File: src/rtl/fetch_pc_unit.sv
// Fetch/PC stage: holds the PC, fetches over a req/ack handshake, and selects the next PC on retirement.
// Optional FETCH_COUNT_EN adds retired_count / taken_count outputs.
module fetch_pc_unit #(
  parameter logic [31:0] PC_RESET = 32'h0000_0000
) (
  input  logic        clk,
  input  logic        rst,
  output logic        imem_req,
  output logic [31:0] imem_addr,
  input  logic        imem_ack,
  input  logic [31:0] imem_rdata,
  output logic [31:0] instr,
  output logic [5:0]  opcode,
  output logic        instr_valid,
  input  logic        instr_ready,
  input  logic        branch,
  input  logic        bne,
  input  logic        jump,
  input  logic        zero,
  output logic [31:0] pc,
  output logic [31:0] pc_plus4
`ifdef FETCH_COUNT_EN
  ,
  output logic [31:0] retired_count,
  output logic [31:0] taken_count
`endif
);

  typedef enum logic [1:0] {
    S_IDLE  = 2'd0,
    S_FETCH = 2'd1,
    S_ISSUE = 2'd2
  } state_t;

  state_t      state_q, state_d;
  logic [31:0] pc_q, pc_d;
  logic [31:0] instr_q, instr_d;
  logic [31:0] seq_pc_s, jmp_target_s, br_target_s, next_pc_s;
  logic        retire_s, take_s;

  assign retire_s     = (state_q == S_ISSUE) && instr_ready;
  assign take_s       = jump || (branch && (zero ^ bne));
  assign seq_pc_s     = pc_q + 32'd4;
  assign jmp_target_s = {seq_pc_s[31:28], instr_q[25:0], 2'b00};
  assign br_target_s  = seq_pc_s + {{14{instr_q[15]}}, instr_q[15:0], 2'b00};

  // State register
  always_ff @(posedge clk) begin
    if (rst) begin
      state_q <= S_IDLE;
    end else begin
      state_q <= state_d;
    end
  end

  // Next-state logic
  always_comb begin
    state_d = state_q;
    case (state_q)
      S_IDLE:  state_d = S_FETCH;
      S_FETCH: if (imem_ack) state_d = S_ISSUE; else state_d = S_FETCH;
      S_ISSUE: if (instr_ready) state_d = S_FETCH; else state_d = S_ISSUE;
      default: state_d = S_IDLE;
    endcase
  end

  // Handshake outputs decoded from the state register only
  always_comb begin
    imem_req    = 1'b0;
    instr_valid = 1'b0;
    case (state_q)
      S_FETCH: imem_req = 1'b1;
      S_ISSUE: instr_valid = 1'b1;
      default: begin
        imem_req    = 1'b0;
        instr_valid = 1'b0;
      end
    endcase
  end

  // Next-PC select; jump outranks branch because control raises Branch during J
  always_comb begin
    next_pc_s = seq_pc_s;
    if (jump) begin
      next_pc_s = jmp_target_s;
    end else if (branch && (zero ^ bne)) begin
      next_pc_s = br_target_s;
    end else begin
      next_pc_s = seq_pc_s;
    end
  end

  // Datapath next-state: capture on ack in FETCH, advance PC on retirement
  always_comb begin
    instr_d = instr_q;
    pc_d    = pc_q;
    if ((state_q == S_FETCH) && imem_ack) begin
      instr_d = imem_rdata;
    end else begin
      instr_d = instr_q;
    end
    if (retire_s) begin
      pc_d = next_pc_s;
    end else begin
      pc_d = pc_q;
    end
  end

  // PC and instruction registers
  always_ff @(posedge clk) begin
    if (rst) begin
      pc_q    <= PC_RESET;
      instr_q <= 32'h0000_0000;
    end else begin
      pc_q    <= pc_d;
      instr_q <= instr_d;
    end
  end

  assign imem_addr = pc_q;
  assign pc        = pc_q;
  assign pc_plus4  = seq_pc_s;
  assign instr     = instr_q;
  assign opcode    = instr_q[31:26];

`ifdef FETCH_COUNT_EN
  logic [31:0] retired_q, retired_d, taken_q, taken_d;

  // Retirement counter next-state
  always_comb begin
    retired_d = retired_q;
    taken_d   = taken_q;
    if (retire_s) begin
      retired_d = retired_q + 32'd1;
      if (take_s) taken_d = taken_q + 32'd1; else taken_d = taken_q;
    end else begin
      retired_d = retired_q;
      taken_d   = taken_q;
    end
  end

  // Retirement counter registers
  always_ff @(posedge clk) begin
    if (rst) begin
      retired_q <= 32'h0000_0000;
      taken_q   <= 32'h0000_0000;
    end else begin
      retired_q <= retired_d;
      taken_q   <= taken_d;
    end
  end

  assign retired_count = retired_q;
  assign taken_count   = taken_q;
`endif

endmodule

File: config.mk
export PLATFORM = sky130hd
export DESIGN_NAME = fetch_pc_unit
export DESIGN_NICKNAME = d
export VERILOG_FILES = /design/src/rtl/fetch_pc_unit.sv
export SDC_FILE = /design/constraint.sdc
export NUM_CORES = 1
export LEC_CHECK = 0
export CAP_MARGIN = 20
export CORE_MARGIN = 10
export CORE_UTILIZATION = 51
export CTS_CLUSTER_DIAMETER = 80
export DETAILED_ROUTE_END_ITERATION = 6
export PLACE_DENSITY = 0.93
export SKIP_CTS_REPAIR_TIMING = 1
export SYNTH_ARGS = -nofsm -noshare
export SYNTH_HDL_FRONTEND = slang
export SYNTH_SLANG_ARGS = --single-unit
File: constraint.sdc
create_clock -name clk -period 7.2 [get_ports clk]
set_input_delay 1.44 -clock clk [delete_from_list [all_inputs] [get_ports clk]]
set_output_delay 1.44 -clock clk [all_outputs]
set_load 0.03 [all_outputs]
**Word level (Yosys, flattened, before mapping)**

Cells that the tools add are included.

- Register bits after elaboration: 66
- Bits in latches: 0
- Memory bits (writable): 0
- Memory bits (read-only): 0
- Input port bits: 40
- Memories kept: 0

- Add/sub/neg operators: 2
- Multipliers: 0
- Divide/modulo/power cells: 0
- Order comparisons: 0
- Equal/unequal tests: 2
- Shifts and indexed selects: 0
- Muxes and demuxes: 7
- Bitwise operators: 1
- Reductions and logical operators: 4

Operators by type and width:

| operator | number |
|---|---|
| $mux W32 | 2 |
| $add A32 B3 Y32 const B | 1 |
| $add A32 B32 Y32 | 1 |
| $pmux W2 S3 | 1 |
| $mux W2 | 2 |
| $logic_and A1 B1 Y1 | 3 |
| $eq A2 B1 Y1 const B | 1 |
| $eq A2 B2 Y1 const B | 1 |
| $logic_not A2 Y1 | 1 |
| $mux W1 | 2 |
| $xor A1 B1 Y1 | 1 |

**Logic depth before layout (Yosys ltp)**

- Depth in word-level cells: 4
- Gate-level depth with buffers: 16
- Gate-level depth less buffers: 16

**Worst setup path after synthesis**

No wires, ideal clock.

- Path kind: reg2reg
- Start point: register pc_q[2] (netlist: imem_addr[2])
- End point: register pc_q[28] (netlist: imem_addr[28])
- Setup time: 0.070 ns
- Data arrival time: 4.250 ns
- Required time: 7.130 ns
- Slack: 2.879 ns
- Cell stages (with the launch flop): 16
- Path buffers: 0
- Period minus slack after synthesis: 4.321 ns
- Path through: dfxtp_1 ha_1 nand3_1 nor4_4 nand3_1 nor2_1 xor2_1 ha_1 a21o_1 a2111oi_2 nor3_1 a31o_1 mux2_4 a21oi_1 o22ai_1 a21oi_1

- Word-level cells in the longest chain between the ends: 4

RTL lines:

| item | line | source |
|---|---|---|
| start: declaration | 36 | `logic [31:0] pc_q, pc_d;` |
| start signal: assignment | 115 | `pc_q <= pc_d;` |
| $add A32 B3 Y32 | 43 | `assign seq_pc_s = pc_q + 32'd4;` |
| via pc_plus4[22] | 21 | `output logic [31:0] pc_plus4` |
| $add A32 B32 Y32 | 45 | `assign br_target_s = seq_pc_s + {{14{instr_q[15]}}, instr_q[15:0], 2'b00};` |
| $mux W32 | 86 | `end else if (branch && (zero ^ bne)) begin` |
| $mux W32 | 84 | `if (jump) begin` |

The timed path passes the listed nets, and every way through them passes these cells.
A chain may end at the register's enable or synchronous reset.

**Final worst setup path**

- Start point: register pc_q[2] (netlist: imem_addr[2])
- End point: output port pc_plus4[30]

- Word-level cells in the longest chain between the ends: 1

RTL lines:

| item | line |
|---|---|
| $add A32 B3 Y32 | 43 |
| end: declaration | 21 |

Every way passes these cells.

==> flow_metrics.py <==
metrics = {
    "finish": {
        "area.sequential_sq_mm": 0.00128,
        "n_antenna_cell": 0,
        "nets": 900,
        "drive_gt1_share_pct": 5.31,
        "multi_input_comb_area_sq_mm": 0.00353,
        "fill_cells": 840,
        "utilization_pct": 68.5,
        "instances_no_fill": 964,
        "syn_to_final_growth_pct": 32.5,
    },
    "sta": {
        "setup_tns_ns": 0,
        "tightestPinTransition_ns": 1.10,
        "fin_crit_sh_pct": 67.1,
        "setup_violations": 0,
        "skew_ns": 0.0158,
        "hold_viol": 0,
        "max_slew_margin_pct": 26.7,
        "min_period_ns": 4.83,
        "fmax_mhz": 207,
        "hold_slack_ns": 0.479,
        "rsz0062_at_grt": "false",
        "drv_slew": 0,
    },
    "cts": {
        "cts-root-buf": "clkbuf_8",
        "clkLatencyLatePin_ns": 0.35,
        "numCtsBuffers": 9,
        "cts_buffer_depth": 2,
        "clkSinkCount": 64,
        "htree_levels": 3,
        "clk_pin_slew_ns": 0.09,
        "cts_tree": "done",
    },
    "logic_synthesis": {
        "ys_seq_area_share_pct": 24.2,
        "netlist_instances": 708,
        "post_synth.cell_area_avg_sq_um": 7.48,
        "synthArstFlopShare_pct": 0,
        "ys.flop_type": "dfxtp_1",
        "ys_seq_elements": 64,
        "yosys.area.top_type": "dfxtp_1",
        "synth_edf_count": 0,
        "syn_area_sq_mm": 0.00529,
        "ys_types": 77,
        "synth-warning-count": 0,
        "ys_top_cells_by_area": "dfxtp_1, nand2_1, a21oi_1",
        "yosys.area.top_type_share_pct": 24.2,
    },
    "floorplan": {
        "die_area_sq_mm": 0.0149,
        "pin_count": 176,
        "fp.dieW_um": 122,
        "fp.dieH_um": 122,
        "core_sq_mm": 0.0102,
        "rows": 37,
        "initial_core_util_pct": 51.7,
    },
    "min_path": {
        "hold_end": "instr[27]",
        "min_from": "instr[27]",
        "hold_class": "register to register",
        "holdPathStages": 2,
    },
    "drt": {
        "first_pass_iters": 6,
        "routedWlPerCell_um": 18.3,
        "ant_nets": 0,
        "vias": 5612,
        "drt_iter0_drc": 488,
        "drc": 0,
        "vias_per_cell": 5.82,
        "wl_um": 17700,
    },
    "grt": {
        "grtUsageMet3_pct": 6.06,
        "grt_pass1_wl_um": 27700,
        "first_global_vias": 5395,
        "grt_max_degree": 63,
        "overflow": 0,
        "busiest_layer": "met2",
        "gr-usage-met1_pct": 29.8,
        "grt_usage_pct": 22.6,
        "antenna_found_initial": 0,
        "met2_usage_pct": 35.5,
    },
    "setup_path": {
        "critPathTopFamily": "simple AND/OR/NAND/NOR gates",
        "required_ns": 5.76,
        "reg2reg_to": "imem_addr[23]",
        "r2r_start": "imem_addr[2]",
        "crit_path_max_incr_delay_ns": 0.71,
        "r2r_slack_ns": 2.85,
        "worstSetupPathType": "register to primary output",
        "path_max_fanout": 8,
        "cp_slowest_cell": "clkdlybuf4s50_1",
        "cp_data_arrival_time_ns": 3.39,
        "worst_setup_path_start_kind": "register",
        "path_cells": "ha_1 > nand3_1 > nor4_4 > nand3_1 > nor2_1 > nand3_1 > xnor2_1 > clkdlybuf4s50_1",
        "path_buf_inv": 1,
        "critical_path.most_common_cell": "nand3_1",
        "cp-end-kind": "primary output",
        "rr_worst_depth": 14,
    },
    "pwr": {
        "power_frac_clock_pct": 41.1,
        "seqPwrFrac_pct": 38.9,
        "p_sw_share_pct": 30.9,
        "p_int_w": 0.000678,
        "switchingPower_w": 0.000304,
        "pwr-share-comb_pct": 20.0,
        "powerDensity_mw_per_mm2": 140,
        "p_leak_nw": 2.73,
        "ir_drop_mv": 0.100,
    },
    "flow_run": {
        "maxCapViolCount": 0,
    },
    "outcome": {
        "status": "complete, no violations",
    },
    "place": {
        "place_congestion": 0.946,
        "portBuffers": 169,
        "dpl.hpwl_um": 13300,
        "place_inst": 948,
    },
}
==> metrics by stage <==
| stage | setup WS [ns] | cell area (sq um) | total power [W] |
|---|---|---|---|
| 2_1_floorplan | 2.88 | 5310 | 0.000510 |
| 3_3_place_gp | 2.90 | 6760 | 0.000582 |
| 3_5_place_dp | 2.80 | 6760 | 0.000585 |
| 4_1_cts | 2.41 | 7010 | 0.000984 |
| 5_1_grt | 2.16 | 7010 | 0.00102 |
| 6_report | 2.37 | 7010 | 0.000981 |
==> final cells by class <==
cell class                      count  area share [%]
Clock buffer                        9            1.77
Clock inverter                      7            1.78
Inverter                           14           0.749
Multi-Input combinational cell    560            50.4
Sequential cell                    64            18.3
Tap cell                          136            2.43
Timing Repair Buffer              174            24.6
==> metal layers <==
layer	up-vias	wire (um)
met4	0	271
met5	-	0
met1	2565	7390
met3	27	2020
li1	2705	-
met2	315	7970
==> tightest hold or removal path, delay by kind of cell (launching register included) <==
family / cells / cell delay, ns
AND/OR/NAND/NOR: 1 / 0.06
AO/OA/AOI/OAI: 1 / 0.05
flip-flops: 1 / 0.33
==> sequential cells by signal (all words and copies together), names as in the netlist <==
name and flops:
instr 32, imem_addr 30, state_q 2
==> placed cells by master, fill, tap and decap left out, types with 4 or more instances in the layout <==
cell / instances
a211oi_1: 7
a21o_1: 15
xnor2_1: 29
and3_1: 4
dfxtp_1: 64
nor3_1: 13
clkdlybuf4s50_1: 168
o211ai_1: 19
nand4_1: 12
conb_1: 6
a211o_1: 5
xor2_1: 19
o21a_1: 4
o22ai_1: 6
nand2_1: 123
nor2_1: 51
nor3b_1: 4
ha_1: 36
a21oi_1: 92
o31ai_1: 4
nand3_1: 17
nand2b_1: 5
inv_1: 13
o21ai_0: 17
o221ai_1: 5
buf_4: 5
and4_1: 4
clkbuf_8: 9
==> cell families after synthesis <==
kind of cell	after synthesis	synth area share (%)
adder cells (fa/ha/maj)	37	8.89
buffers and inverters	89	9.41
AND/OR/NAND/NOR	262	23.7
AO/OA/AOI/OAI	203	24.8
multiplexers	3	0.662
flip-flops	64	24.2
XOR/XNOR	49	8.25
other	1	0.0709
==> cell usage after synthesis, types with 12 or more instances <==
cell type / number
nor3_1: 13
a21o_1: 15
clkbuf_1: 29
inv_1: 13
xnor2_1: 29
nor2_1: 52
nand3_1: 17
o21ai_0: 17
a21oi_1: 92
nand2_1: 123
ha_1: 36
o211ai_1: 19
dfxtp_1: 64
nand4_1: 12
buf_4: 43
xor2_1: 19
==> power by group through the flow <==
stage	Clock (W)	Combinational [W]	Sequential, W
after CTS	0.000407	0.000196	0.000382
after floorplan	0	0.000104	0.000406
after global placement	0	0.000193	0.000389
after global routing	0.000421	0.000211	0.000384
after detailed placement	0	0.000195	0.000390
final	0.000403	0.000196	0.000382
==> how the worst max path moves through the flow <==
| stage | end | startpoint | slack [ns] | cells after the start |
|---|---|---|---|---|
| after detailed placement | pc_plus4[30] | imem_addr[2] | 2.80 | 8 |
| after global routing | pc_plus4[30] | imem_addr[2] | 2.16 | 8 |
| after global placement | pc_plus4[30] | imem_addr[2] | 2.90 | 8 |
| after CTS | pc_plus4[30] | imem_addr[2] | 2.41 | 8 |
| final | pc_plus4[30] | imem_addr[2] | 2.37 | 8 |
| after floorplan | imem_addr[28] | imem_addr[2] | 2.88 | 15 |
Power figures use the tool's default switching activity.
